**config.mk**
```make
export PLATFORM = sky130hd
export DESIGN_NAME = sramlike_arbiter
export DESIGN_NICKNAME = d
export VERILOG_FILES = /design/src/rtl/sramlike_arb_pkg.sv /design/src/rtl/arb_pick2.sv /design/src/rtl/sramlike_arbiter.sv
export SDC_FILE = /design/constraint.sdc
export NUM_CORES = 1
export LEC_CHECK = 0
export ABC_AREA = 1
export CORE_MARGIN = 2
export CORE_UTILIZATION = 30
export DETAILED_ROUTE_END_ITERATION = 8
export DONT_BUFFER_PORTS = 1
export SLEW_MARGIN = 10
export SYNTH_ARGS = -nofsm -noshare
export SYNTH_HDL_FRONTEND = slang
export SYNTH_SLANG_ARGS = --single-unit
```
**constraint.sdc**
```tcl
create_clock -name clk -period 2.3 [get_ports clk]
set_input_delay 0.23 -clock clk [delete_from_list [all_inputs] [get_ports clk]]
set_output_delay 0.23 -clock clk [all_outputs]
set_load 0.01 [all_outputs]
```
**src/rtl/sramlike_arb_pkg.sv**
```systemverilog
// Shared definitions for the sram-like two-port arbiter: FSM encoding and port ids.
package sramlike_arb_pkg;

    typedef enum logic [1:0] {
        ST_IDLE = 2'd0,
        ST_ADDR = 2'd1,
        ST_DATA = 2'd2
    } arb_state_t;

    typedef logic port_id_t;

    localparam port_id_t PORT_INST = 1'b0;
    localparam port_id_t PORT_DATA = 1'b1;

endpackage

```
**src/rtl/arb_pick2.sv**
```systemverilog
// Combinational two-way winner pick: round-robin on ties, or data-first when FIXED_PRIO is set.
module arb_pick2
    import sramlike_arb_pkg::*;
#(
    parameter int unsigned FIXED_PRIO = 0
) (
    input  logic     inst_req,
    input  logic     data_req,
    input  port_id_t last_grant,
    output port_id_t grant
);

    // Single requester wins outright; a tie goes to data or to the port not served last.
    always_comb begin
        grant = PORT_INST;
        if (inst_req && data_req) begin
            if (FIXED_PRIO != 0) begin
                grant = PORT_DATA;
            end else begin
                grant = (last_grant == PORT_INST) ? PORT_DATA : PORT_INST;
            end
        end else if (data_req) begin
            grant = PORT_DATA;
        end
    end

endmodule

```
**src/rtl/sramlike_arbiter.sv**
```systemverilog
// Merges the instruction and data sram-like ports onto one sram-like master,
// with at most one transaction outstanding on the bridge.
module sramlike_arbiter
    import sramlike_arb_pkg::*;
#(
    parameter int unsigned FIXED_PRIO = 0
) (
    input  logic        clk,
    input  logic        resetn,
    input  logic        inst_req,
    input  logic        inst_wr,
    input  logic [1:0]  inst_size,
    input  logic [31:0] inst_addr,
    input  logic [31:0] inst_wdata,
    output logic [31:0] inst_rdata,
    output logic        inst_addr_ok,
    output logic        inst_data_ok,
    input  logic        data_req,
    input  logic        data_wr,
    input  logic [1:0]  data_size,
    input  logic [31:0] data_addr,
    input  logic [31:0] data_wdata,
    output logic [31:0] data_rdata,
    output logic        data_addr_ok,
    output logic        data_data_ok,
    output logic        mem_req,
    output logic        mem_wr,
    output logic [1:0]  mem_size,
    output logic [31:0] mem_addr,
    output logic [31:0] mem_wdata,
    input  logic [31:0] mem_rdata,
    input  logic        mem_addr_ok,
    input  logic        mem_data_ok,
    output logic [31:0] inst_grant_cnt,
    output logic [31:0] data_grant_cnt
);

    arb_state_t  state_q, state_d;
    port_id_t    port_q, port_d;
    port_id_t    last_grant_q, last_grant_d;
    logic        wr_q, wr_d;
    logic [1:0]  size_q, size_d;
    logic [31:0] addr_q, addr_d;
    logic [31:0] wdata_q, wdata_d;
    logic [31:0] inst_cnt_q, inst_cnt_d;
    logic [31:0] data_cnt_q, data_cnt_d;
    port_id_t    grant;
    logic        addr_ok_pulse;
    logic        data_ok_pulse;

    arb_pick2 #(
        .FIXED_PRIO (FIXED_PRIO)
    ) u_pick (
        .inst_req   (inst_req),
        .data_req   (data_req),
        .last_grant (last_grant_q),
        .grant      (grant)
    );

    // Next-state logic: latch the winner in IDLE, track bridge handshakes in ADDR/DATA.
    always_comb begin
        state_d       = state_q;
        port_d        = port_q;
        last_grant_d  = last_grant_q;
        wr_d          = wr_q;
        size_d        = size_q;
        addr_d        = addr_q;
        wdata_d       = wdata_q;
        inst_cnt_d    = inst_cnt_q;
        data_cnt_d    = data_cnt_q;
        addr_ok_pulse = 1'b0;
        data_ok_pulse = 1'b0;
        case (state_q)
            ST_IDLE: begin
                if (inst_req || data_req) begin
                    state_d      = ST_ADDR;
                    port_d       = grant;
                    last_grant_d = grant;
                    if (grant == PORT_DATA) begin
                        wr_d       = data_wr;
                        size_d     = data_size;
                        addr_d     = data_addr;
                        wdata_d    = data_wdata;
                        data_cnt_d = data_cnt_q + 32'd1;
                    end else begin
                        wr_d       = inst_wr;
                        size_d     = inst_size;
                        addr_d     = inst_addr;
                        wdata_d    = inst_wdata;
                        inst_cnt_d = inst_cnt_q + 32'd1;
                    end
                end
            end
            ST_ADDR: begin
                if (mem_addr_ok) begin
                    addr_ok_pulse = 1'b1;
                    if (mem_data_ok) begin
                        data_ok_pulse = 1'b1;
                        state_d       = ST_IDLE;
                    end else begin
                        state_d = ST_DATA;
                    end
                end
            end
            ST_DATA: begin
                if (mem_data_ok) begin
                    data_ok_pulse = 1'b1;
                    state_d       = ST_IDLE;
                end
            end
            default: state_d = ST_IDLE;
        endcase
    end

    // State, latched request fields and grant counters; reset abandons any transaction.
    always_ff @(posedge clk or negedge resetn) begin
        if (!resetn) begin
            state_q      <= ST_IDLE;
            port_q       <= PORT_INST;
            last_grant_q <= PORT_INST;
            wr_q         <= 1'b0;
            size_q       <= 2'd0;
            addr_q       <= 32'd0;
            wdata_q      <= 32'd0;
            inst_cnt_q   <= 32'd0;
            data_cnt_q   <= 32'd0;
        end else begin
            state_q      <= state_d;
            port_q       <= port_d;
            last_grant_q <= last_grant_d;
            wr_q         <= wr_d;
            size_q       <= size_d;
            addr_q       <= addr_d;
            wdata_q      <= wdata_d;
            inst_cnt_q   <= inst_cnt_d;
            data_cnt_q   <= data_cnt_d;
        end
    end

    // Bridge-side outputs come from registers only; ok pulses are steered to the granted port.
    assign mem_req        = (state_q == ST_ADDR);
    assign mem_wr         = wr_q;
    assign mem_size       = size_q;
    assign mem_addr       = addr_q;
    assign mem_wdata      = wdata_q;
    assign inst_addr_ok   = addr_ok_pulse && (port_q == PORT_INST);
    assign data_addr_ok   = addr_ok_pulse && (port_q == PORT_DATA);
    assign inst_data_ok   = data_ok_pulse && (port_q == PORT_INST);
    assign data_data_ok   = data_ok_pulse && (port_q == PORT_DATA);
    assign inst_rdata     = mem_rdata;
    assign data_rdata     = mem_rdata;
    assign inst_grant_cnt = inst_cnt_q;
    assign data_grant_cnt = data_cnt_q;

endmodule

```
==> results.txt <==
- Static leakage power: 3.81 nW
* End-of-flow core utilization: 35.9%
- WL per Instance: 16.3 um
- Setup violations remaining at the end of the flow were counted as 0.
- Yosys warns: 0
* Fraction of layout cells with a size suffix above 1: 7.14%
- Hold Slack: -487 ps
- Count of final hold-check violations: 134
- For this configuration, the core starts out at a cell density of 30.7%.
- The number of clock buffers added by TritonCTS is 17.
- Residual overflow from global routing: 0
- Global-route wire length before repair: 32.4 mm
- Final sum of negative setup slack: 0 ps
- In the post-route analysis, the smallest setup slack over all paths is 181 ps.
- Aggregate routed wire length: 20.8 mm
* Crit Reg-Reg Startpoint: state_q[0]
* Drc violations: 0
* Top FF cell, synth: dfrtp_1
* Final antenna-violating net count: 0
* Worst-case clock skew: 13.1 ps
- Kind of start point of the critical path: flip-flop
- CTS Root Buffer Type: clkbuf_16
- CP Launch Point: state_q[0]
- Hold_buf cts: 69
- The die covers 25400 um^2.
- Across the run, the number of max-cap violations was 0.
- The checks that failed: hold timing.
- Worst setup EP type: flip-flop
* Required time of the critical path: 2660 ps
* Floorplan core area: 23600 um^2
- The clock period could shrink to 2120 ps.
- Slew @ Worst Pin: 535 ps
- Synthesis inferred 134 register bits.
* Vias in the first global route: 6012
- The first routing iteration left 425 violations.
- Max Buffers Root-to-Sink: 2
* Number of antenna violations at the first check in global routing: 3
* Worst Setup Path Type: reg2reg
- Synthesis produced a netlist with a net count of 1107.
- The area growth from synthesis to layout is 17.2%.
- Traced cell by cell, the critical path runs through inv_1 -> ha_1 -> nand2_2 -> buf_6 -> nand2_1 -> nand3_1 -> dlygate4sd3_1.
- Clock-pin slew was measured on the worst setup and hold paths at 60 ps.
- For this run, the slowest stage of the critical path takes 540 ps.
- Global placement routability congestion: 0.832
* DP Worst Slack: 229 ps
* Worst VDD drop: 0.424 mV
* Via density per instance: 4.75
* Detailed Place HPWL: 14.5 mm
* Sequential fraction of the synthesis area: 46.3%
* CP max-delay cell: dlygate4sd3_1
* Die span in y: 159 um
- Counting flops with a built-in enable in the synthesized netlist gives 0.
* Ratio of final minimum period to clock period: 92.1%
* Number of distinct standard cells referenced by the synthesized netlist: 30
- Summing every instance area after synthesis gives 7240 um^2.
- Number of optimization iterations in the first detailed-route pass: 5
- CTS built an H-tree with a depth of 4.
- The max-slew violation count is 0.
- Input and output buffers added on the ports amount to 0.
- Maximum number of pins on one net before global-route repair: 135
* Synth Area per Inst: 7.79 um^2
- The floorplan step set the die width to 159 um.
- Skew-Pair Late Insertion Delay: 420 ps
* NumNets Final: 1116
- The top cell type by area accounts for 46.3% of the synthesized area.
- Along the worst path, the maximum fanout reaches 67.
- Sinks on the clock net: 134
- Number of instances in the synthesized netlist: 930
- Setup repair after global routing left no endpoint under its margin.
* Total global-route track usage: 16.2%
- After floorplanning, the core was divided into 56 placement rows.
- For the worst setup path, the data arrival time is 2470 ps.
- TritonCTS clock tree: built
* Routed vias: 6047
- Top cells by area in the synthesized netlist: dfrtp_1 (46%), nand2_1 (14%), o21ai_0 (8.2%), buf_4 (6.7%), nor2_1 (6.1%)
* Synth async-reset ratio: 100%
- Derived from the worst setup path, the maximum achievable clock frequency is 472 MHz.
- Type of the tightest min-delay check: in2async
* I/O pin count: 372
- Largest area contributor in the synthesized netlist: dfrtp_1
- Rel. slew slack: 64.3%
* Post-layout total power: 9.27 mW
- Power density normalized to cell area: 1090 nW/um^2
* Run status: complete, but fails checks
## synth_stat cells (all sizes together), types with 5 or more instances
master,instances
nand2,272
dfrtp,134
nor2,133
o21ai,119
buf,70
inv,68
nand3,46
clkbuf,19
xor2,16
xnor2,15
nand4,13
nor3,8
nand3b,6
ha,5
## layer usage
layer,vias to the layer above,global-route usage (%),routed length (um)
met3,38,5.34,1580
met2,257,27.8,10100
met5,-,0,0
met1,2849,17.9,8290
li1,2903,-,-
met4,0,8.14,735
## metrics by stage
| step | instances | instance area [um^2] |
|---|---|---|
| detailed placement | 1168 | 7120 |
| global route | 1273 | 8490 |
| CTS | 1269 | 8460 |
| floorplan | 930 | 7240 |
| finish | 1273 | 8490 |
| global placement | 1168 | 7120 |
## worst paths after layout
path	depth (start not counted)	end	slack [ps]
worst min register to register	2	mem_addr[31]	560
worst max register to register	7	mem_addr[29]	180
min in group clk	2	mem_addr[10]	20
worst min-delay path	0	mem_addr[19]	-490
worst max-delay path	7	mem_addr[29]	180
max in group asynchronous	0	mem_addr[2]	2560
## critical path: cells and delay by family, from the launching register on
| kind | cells | cell delay [ps] |
|---|---|---|
| and+or+nand+nor | 3 | 360 |
| adders and majority gates | 1 | 270 |
| DFF | 1 | 350 |
| buffers and inverters | 3 | 1060 |
## flip-flops by register name, indices dropped and copies added, names as in the netlist
register / count
mem_wdata: 32
mem_size: 2
inst_grant_cnt: 32
mem_wr: 1
data_grant_cnt: 32
last_grant_q: 1
state_q: 2
mem_addr: 32
## repair_timing
action,4_1_cts,5_1_grt
setup endpoints to repair,0,11
hold endpoints to repair,189,134
setup buffers,0,2
gates resized for setup,0,1
## report_power, final
| part | total (mW) | switching (mW) | internal (mW) | leakage, nW |
|---|---|---|---|---|
| clock | 3.05 | 1.12 | 1.94 | 0.308 |
| combinational | 2.13 | 1.27 | 0.860 | 1.81 |
| sequential | 4.09 | 1.01 | 3.09 | 1.70 |
## cells in the final DEF (no fill, tap or decap), types with 6 or more instances in the layout
cell type / Yosys / final
xor2_1: 16 / 16
nand3b_1: 6 / 6
o21ai_0: 119 / 119
xnor2_1: 15 / 15
nand4_1: 13 / 13
dlygate4sd3_1: 0 / 69
inv_1: 66 / 66
nor3_1: 8 / 8
nor2_4: 6 / 6
nand3_1: 45 / 45
clkbuf_16: 0 / 17
nor2_2: 7 / 7
dfrtp_1: 134 / 134
nand2_1: 266 / 265
buf_4: 65 / 9
nor2_1: 117 / 117
## cell families (layout without fill, tap and decap cells)
kind of cell	Yosys count	count (layout)	synth area share, %
other	0	2	0
buffers and inverters	158	180	11.6
XOR/XNOR	31	31	3.75
adder cells (fa/ha/maj)	5	5	0.864
AO/OA/AOI/OAI	122	122	8.48
flip-flops	134	134	46.3
AND/OR/NAND/NOR	480	480	29.0
## final cells by class
class | instances | area (um^2)
Multi-Input combinational cell | 638 | 3050
Clock inverter | 14 | 221
Timing Repair Buffer | 79 | 769
Sequential cell | 134 | 3350
Clock buffer | 18 | 429
Antenna cell | 2 | 5.00
Fill cell | 2403 | 15100
Inverter | 69 | 260
Tap cell | 319 | 399
Power figures use the tool's default switching activity.
